<file path="src/rtl/tx_drv_pkg.sv">
// rtl/tx_drv_pkg.sv - shared state encoding and counter sizing for the tristate TX driver
package tx_drv_pkg;

   typedef enum logic [1:0] {IDLE, PRE, ACTIVE, POST} tx_drv_state_t;

   // Wide enough to hold the larger guard length; never narrower than one bit.
   function automatic int cnt_width(input int lead, input int lag);
      int hi;
      hi = (lead > lag) ? lead : lag;
      return (hi < 1) ? 1 : $clog2(hi + 1);
   endfunction

endpackage

</file>
<file path="src/rtl/tx_drv_channel.sv">
// rtl/tx_drv_channel.sv - one TX line: lead/lag guarded driver enable with registered D/E
module tx_drv_channel
   import tx_drv_pkg::*;
#(
   parameter int   LEAD_CYCLES = 8,
   parameter int   LAG_CYCLES  = 16,
   parameter logic IDLE_LEVEL  = 1'b1
) (
   input  logic clk,
   input  logic rst_n,
   input  logic tx_req,
   input  logic tx_data,
   input  logic hiz_force,
   output logic tx_d,
   output logic tx_e,
   output logic tx_ready,
   output logic busy
);

   localparam int CW = cnt_width(LEAD_CYCLES, LAG_CYCLES);
   localparam logic [CW-1:0] LEAD_LAST = CW'((LEAD_CYCLES > 0) ? LEAD_CYCLES - 1 : 0);
   localparam logic [CW-1:0] LAG_LAST  = CW'((LAG_CYCLES > 0) ? LAG_CYCLES - 1 : 0);

   tx_drv_state_t state, state_nxt;
   logic [CW-1:0] cnt, cnt_nxt, cnt_inc;

   assign cnt_inc = (cnt == {CW{1'b1}}) ? cnt : cnt + 1'b1;

   always_comb begin
      state_nxt = state;
      cnt_nxt   = cnt;
      case (state)
         IDLE: begin
            if (tx_req) begin
               cnt_nxt = '0;
               if (LEAD_CYCLES > 0) state_nxt = PRE;
               else                 state_nxt = ACTIVE;
            end
         end
         PRE: begin
            if (!tx_req) begin
               cnt_nxt = '0;
               if (LAG_CYCLES > 0) state_nxt = POST;
               else                state_nxt = IDLE;
            end else if (cnt == LEAD_LAST) begin
               state_nxt = ACTIVE;
            end else begin
               cnt_nxt = cnt_inc;
            end
         end
         ACTIVE: begin
            if (!tx_req) begin
               cnt_nxt = '0;
               if (LAG_CYCLES > 0) state_nxt = POST;
               else                state_nxt = IDLE;
            end
         end
         POST: begin
            // Line is still driven, so a new request skips the lead guard.
            if (tx_req)                 state_nxt = ACTIVE;
            else if (cnt == LAG_LAST)   state_nxt = IDLE;
            else                        cnt_nxt   = cnt_inc;
         end
         default: state_nxt = IDLE;
      endcase
      if (hiz_force) state_nxt = IDLE;
   end

   always_ff @(posedge clk) begin
      if (!rst_n) begin
         state <= IDLE;
         cnt   <= '0;
         tx_e  <= 1'b0;
         tx_d  <= IDLE_LEVEL;
      end else begin
         state <= state_nxt;
         cnt   <= cnt_nxt;
         tx_e  <= (state_nxt != IDLE);
         tx_d  <= (state_nxt == ACTIVE) ? tx_data : IDLE_LEVEL;
      end
   end

   assign tx_ready = (state == ACTIVE);
   assign busy     = (state != IDLE);

endmodule

</file>
<file path="src/rtl/tx_tristate_driver.sv">
// rtl/tx_tristate_driver.sv - multi-channel tristate TX line driver with global high-Z kill
module tx_tristate_driver
   import tx_drv_pkg::*;
#(
   parameter int   CHANNELS    = 4,
   parameter int   LEAD_CYCLES = 8,
   parameter int   LAG_CYCLES  = 16,
   parameter logic IDLE_LEVEL  = 1'b1
) (
   input  logic                clk,
   input  logic                rst_n,
   input  logic [CHANNELS-1:0] tx_req,
   input  logic [CHANNELS-1:0] tx_data,
   input  logic                hiz_force,
   output logic [CHANNELS-1:0] tx_d,
   output logic [CHANNELS-1:0] tx_e,
   output logic [CHANNELS-1:0] tx_ready,
   output logic [CHANNELS-1:0] busy
);

   for (genvar i = 0; i < CHANNELS; i++) begin : g_ch
      tx_drv_channel #(
         .LEAD_CYCLES (LEAD_CYCLES),
         .LAG_CYCLES  (LAG_CYCLES),
         .IDLE_LEVEL  (IDLE_LEVEL)
      ) u_ch (
         .clk       (clk),
         .rst_n     (rst_n),
         .tx_req    (tx_req[i]),
         .tx_data   (tx_data[i]),
         .hiz_force (hiz_force),
         .tx_d      (tx_d[i]),
         .tx_e      (tx_e[i]),
         .tx_ready  (tx_ready[i]),
         .busy      (busy[i])
      );
   end

endmodule

</file>
<file path="config.mk">
export PLATFORM = sky130hd
export DESIGN_NAME = tx_tristate_driver
export DESIGN_NICKNAME = d
export VERILOG_FILES = /design/src/rtl/tx_drv_pkg.sv /design/src/rtl/tx_drv_channel.sv /design/src/rtl/tx_tristate_driver.sv
export SDC_FILE = /design/constraint.sdc
export NUM_CORES = 1
export LEC_CHECK = 0
export ABC_AREA = 1
export CAP_MARGIN = 20
export CORE_UTILIZATION = 35
export CTS_CLUSTER_DIAMETER = 120
export DETAILED_ROUTE_END_ITERATION = 7
export GPL_ROUTABILITY_DRIVEN = 0
export PLACE_DENSITY = 0.58
export SLEW_MARGIN = 20
export SYNTH_ARGS = -nofsm -noshare
export SYNTH_HDL_FRONTEND = slang
export SYNTH_SLANG_ARGS = --single-unit
export TNS_END_PERCENT = 20
</file>
<file path="constraint.sdc">
create_clock -name clk -period 1.5 [get_ports clk]
set_clock_uncertainty 0.1 [all_clocks]
set_input_delay 0.3 -clock clk [delete_from_list [all_inputs] [get_ports clk]]
set_output_delay 0.3 -clock clk [all_outputs]
set_load 0.02 [all_outputs]
</file>
==> flow_results.xml <==
<?xml version="1.0" encoding="UTF-8"?>
<metrics>
  <group name="run_status">
    <metric name="status" unit="">finished, final reports clean</metric>
  </group>
  <group name="pwr">
    <metric name="p_per_area" unit="nW/um2">751</metric>
    <metric name="total_power" unit="mW">2.11</metric>
    <metric name="max-vdd-ir-drop" unit="uV">382</metric>
    <metric name="power.leakage" unit="nW">1.38</metric>
  </group>
  <group name="place">
    <metric name="dpl.hpwl" unit="um">3550</metric>
    <metric name="io_buffer_count" unit="">26</metric>
    <metric name="dpl.cell_count" unit="">447</metric>
    <metric name="placed_area" unit="um2">2660</metric>
  </group>
  <group name="clocking">
    <metric name="clockBufferDepth" unit="">2</metric>
    <metric name="clock_tree.root_cell" unit="">clkbuf_8</metric>
    <metric name="numCtsBuffers" unit="">5</metric>
    <metric name="ctsHtreeMaxLevel" unit="">2</metric>
    <metric name="clock-sinks" unit="">36</metric>
    <metric name="worstSkewPairLatency" unit="ns">0.28</metric>
    <metric name="tritoncts" unit="">yes</metric>
    <metric name="cts.reportedPaths.clkPinSlew" unit="ns">0.07</metric>
    <metric name="hold_buffers_post_cts" unit="">0</metric>
  </group>
  <group name="final_layout">
    <metric name="syn_to_final_growth" unit="%">30.7</metric>
    <metric name="postLayoutCellArea" unit="um2">2820</metric>
    <metric name="finalNetCount" unit="">394</metric>
    <metric name="final.fill_count" unit="">604</metric>
    <metric name="antenna-diode-count" unit="">0</metric>
    <metric name="post_route_cells_drive_above_1_share" unit="">0.297</metric>
    <metric name="post-route-util" unit="">0.476</metric>
    <metric name="most_common_library_cell_in_the_layout_ignoring_fill_and_taps" unit="">nand2_1</metric>
    <metric name="final_cells" unit="">455</metric>
    <metric name="most_frequent_cells_in_the_layout" unit="">nand2_1, nor2_1, inv_1</metric>
  </group>
  <group name="timing">
    <metric name="fin_worst_hold_slack" unit="ns">0.380</metric>
    <metric name="timing.final.crit_share" unit="">0.965</metric>
    <metric name="rsz0062_at_grt" unit="">yes</metric>
    <metric name="max_slew_margin" unit="">0.827</metric>
    <metric name="report.final.hold_viol_count" unit="">0</metric>
    <metric name="count_of_pins_over_their_slew_limit" unit="">0</metric>
    <metric name="finalWorstPathRequiredPeriod" unit="ns">1.45</metric>
    <metric name="tightestPinTransition" unit="ns">0.256</metric>
    <metric name="fmax" unit="MHz">691</metric>
    <metric name="setup_viol" unit="">0</metric>
  </group>
  <group name="floorplan">
    <metric name="floorplan.initialDensity" unit="">0.364</metric>
    <metric name="die_h" unit="um">80.5</metric>
    <metric name="design.portCount" unit="">27</metric>
    <metric name="core" unit="um2">5920</metric>
    <metric name="placement_rows" unit="">28</metric>
    <metric name="floorplan.die.width" unit="um">80.5</metric>
    <metric name="total_die_area" unit="um2">6470</metric>
  </group>
  <group name="worst_setup_path">
    <metric name="worst_r2r_path_depth" unit="">8</metric>
    <metric name="worst_ep_required_time" unit="ns">1.58</metric>
    <metric name="reg2reg_to" unit="">g_ch[1].u_ch.cnt[2]</metric>
    <metric name="worst_setup_path_start_kind" unit="">flip-flop</metric>
    <metric name="reg2reg_slack" unit="ns">0.05</metric>
    <metric name="type_of_the_worst_setup_path" unit="">flip-flop to flip-flop</metric>
    <metric name="worstPathMaxFanout" unit="">6</metric>
    <metric name="regToRegStartpoint" unit="">g_ch[1].u_ch.cnt[0]</metric>
    <metric name="endpoint_type_of_the_worst_setup_path" unit="">flip-flop</metric>
    <metric name="worst_ep_arrival_time" unit="ns">1.53</metric>
  </group>
  <group name="route">
    <metric name="drtIter0Drc" unit="">68</metric>
    <metric name="drtAntennaViolNets" unit="">0</metric>
    <metric name="wl_met1" unit="um">2430</metric>
    <metric name="drt_wl_total" unit="um">4660</metric>
    <metric name="detail_route.drc_violations" unit="">0</metric>
    <metric name="wl_met2" unit="um">2020</metric>
    <metric name="detail_route.wl_per_cell" unit="um">10.2</metric>
    <metric name="top_layer" unit="">met4</metric>
    <metric name="drt-vias-per-instance" unit="">4.50</metric>
    <metric name="vias" unit="">2046</metric>
    <metric name="detailedRoute.firstPassIterationCount" unit="">4</metric>
    <metric name="wl_met3" unit="um">164</metric>
  </group>
  <group name="synth">
    <metric name="avgSynthCellArea" unit="um2">6.59</metric>
    <metric name="synth_cell_types" unit="">28</metric>
    <metric name="synth-edff-count" unit="">0</metric>
    <metric name="synth_largest_area_cell" unit="">dfxtp_1</metric>
    <metric name="yosysTopAreaCellShare" unit="">0.334</metric>
    <metric name="synthesis.instances" unit="">327</metric>
    <metric name="synth_area" unit="um2">2150</metric>
    <metric name="ys_async_sr_fraction" unit="">0</metric>
    <metric name="proportion_of_synthesized_chip_area_in_sequential_cells" unit="">0.334</metric>
    <metric name="ys.flop_type" unit="">dfxtp_1</metric>
    <metric name="yosysWarnings" unit="">0</metric>
    <metric name="synth.net_count" unit="">342</metric>
    <metric name="post_synth_main_area_contributors" unit="">dfxtp_1, nand2_1, nor2_1</metric>
    <metric name="synth-seq-cells" unit="">36</metric>
  </group>
  <group name="global_route">
    <metric name="grt_max_degree" unit="">12</metric>
    <metric name="globalRouteOverflowTotal" unit="">0</metric>
    <metric name="via_count_of_the_first_global_routing_pass" unit="">1788</metric>
    <metric name="antenna_found_initial" unit="">0</metric>
    <metric name="wire_length_of_the_first_global_routing_pass" unit="um">7670</metric>
    <metric name="grt_util_all_layers" unit="">0.152</metric>
  </group>
  <group name="run">
    <metric name="number_of_max_cap_violations" unit="">0</metric>
  </group>
  <group name="worst_hold_path">
    <metric name="min_path_type" unit="">input port to flip-flop</metric>
    <metric name="timing.hold.worst.start" unit="">tx_req[2]</metric>
    <metric name="hold_depth" unit="">4</metric>
    <metric name="min_to" unit="">g_ch[2].u_ch.state[1]</metric>
  </group>
</metrics>
## state kept, by name, summed over array words and instances (netlist names)
register,count
g_ch.u_ch.state,8
g_ch.u_ch.cnt,20
g_ch.u_ch.tx_d,4
g_ch.u_ch.tx_e,4
## cells by family (layout without fill, tap and decap cells)
logic type,after synthesis,in the layout,share of synthesized area
buffers and inverters,75,128,0.160
AO/OA/AOI/OAI,27,27,0.0691
XOR/XNOR,3,3,0.0122
flip-flops,36,36,0.334
adder cells (fa/ha/maj),4,4,0.0232
AND/OR/NAND/NOR,182,182,0.401
## report_power, final
| group | internal [mW] | total [mW] | switching (mW) |
|---|---|---|---|
| registers | 0.991 | 1.02 | 0.0330 |
| clock network | 0.373 | 0.716 | 0.342 |
| logic | 0.168 | 0.374 | 0.206 |
| total | 1.53 | 2.11 | 0.581 |
## layout make-up
cell class	instances	area [um2]	area share
repair buffers	63	503	0.179
clock inverters	1	7.51	0.00267
flip-flops and latches	36	737	0.262
inverters	57	216	0.0769
multi-input cells	216	1170	0.416
clock buffers	7	86.3	0.0307
well taps	75	93.8	0.0333
## metal layers
metal  vias up  track usage
li1       1113            -
met1       901        0.208
met2        30        0.231
met3         2       0.0330
met4         0       0.0536
met5         -            0
## stage by stage
step / setup WS (ns) / TNS (ns)
after detailed placement: -0.233 / -5.47
after global placement: -0.212 / -4.86
after global routing: -0.0354 / -0.276
after CTS: 0.00120 / 0
final: 0.0526 / 0
after floorplan: 0.132 / 0
## worst max-delay path by stage
stage | from | endpoint | slack [ns] | cells past startpoint
after floorplan | g_ch[1].u_ch.cnt[0] | g_ch[1].u_ch.cnt[1] | 0.13 | 11
after global placement | rst_n | g_ch[0].u_ch.tx_d | -0.21 | 8
after detailed placement | tx_req[1] | g_ch[1].u_ch.cnt[2] | -0.23 | 8
after CTS | g_ch[3].u_ch.state[0] | busy[3] | 0.001 | 3
after global routing | g_ch[1].u_ch.cnt[1] | g_ch[1].u_ch.cnt[2] | -0.04 | 9
final | g_ch[1].u_ch.cnt[0] | g_ch[1].u_ch.cnt[2] | 0.05 | 8
## what timing repair did
action	in CTS	in global routing
buffers inserted	0	0
gates resized for setup	32	37
setup endpoints to repair	16	34
hold endpoints to repair	0	0
pin swaps	1	8
## cell usage after synthesis (3+ instances only)
cell,number
nand4_1,9
nand2_1,62
o21ai_0,8
xor2_1,3
inv_2,7
o21ai_1,4
a21oi_1,10
nand3_2,4
nand3_1,30
nand2_2,10
nand3b_1,4
nor2_1,52
nor2_2,4
ha_1,4
buf_4,16
inv_1,49
dfxtp_1,36
## worst max-delay path, cell delays in order, from the launching register on
cell and delay, ns:
dfxtp_1 0.32, ha_1 0.21, buf_4 0.14, nand3_1 0.09, nor2_2 0.06, nor2_4 0.15
nand2_1 0.08, o21ai_0 0.15, nor2_1 0.05
(Power assumes the default switching activity.)
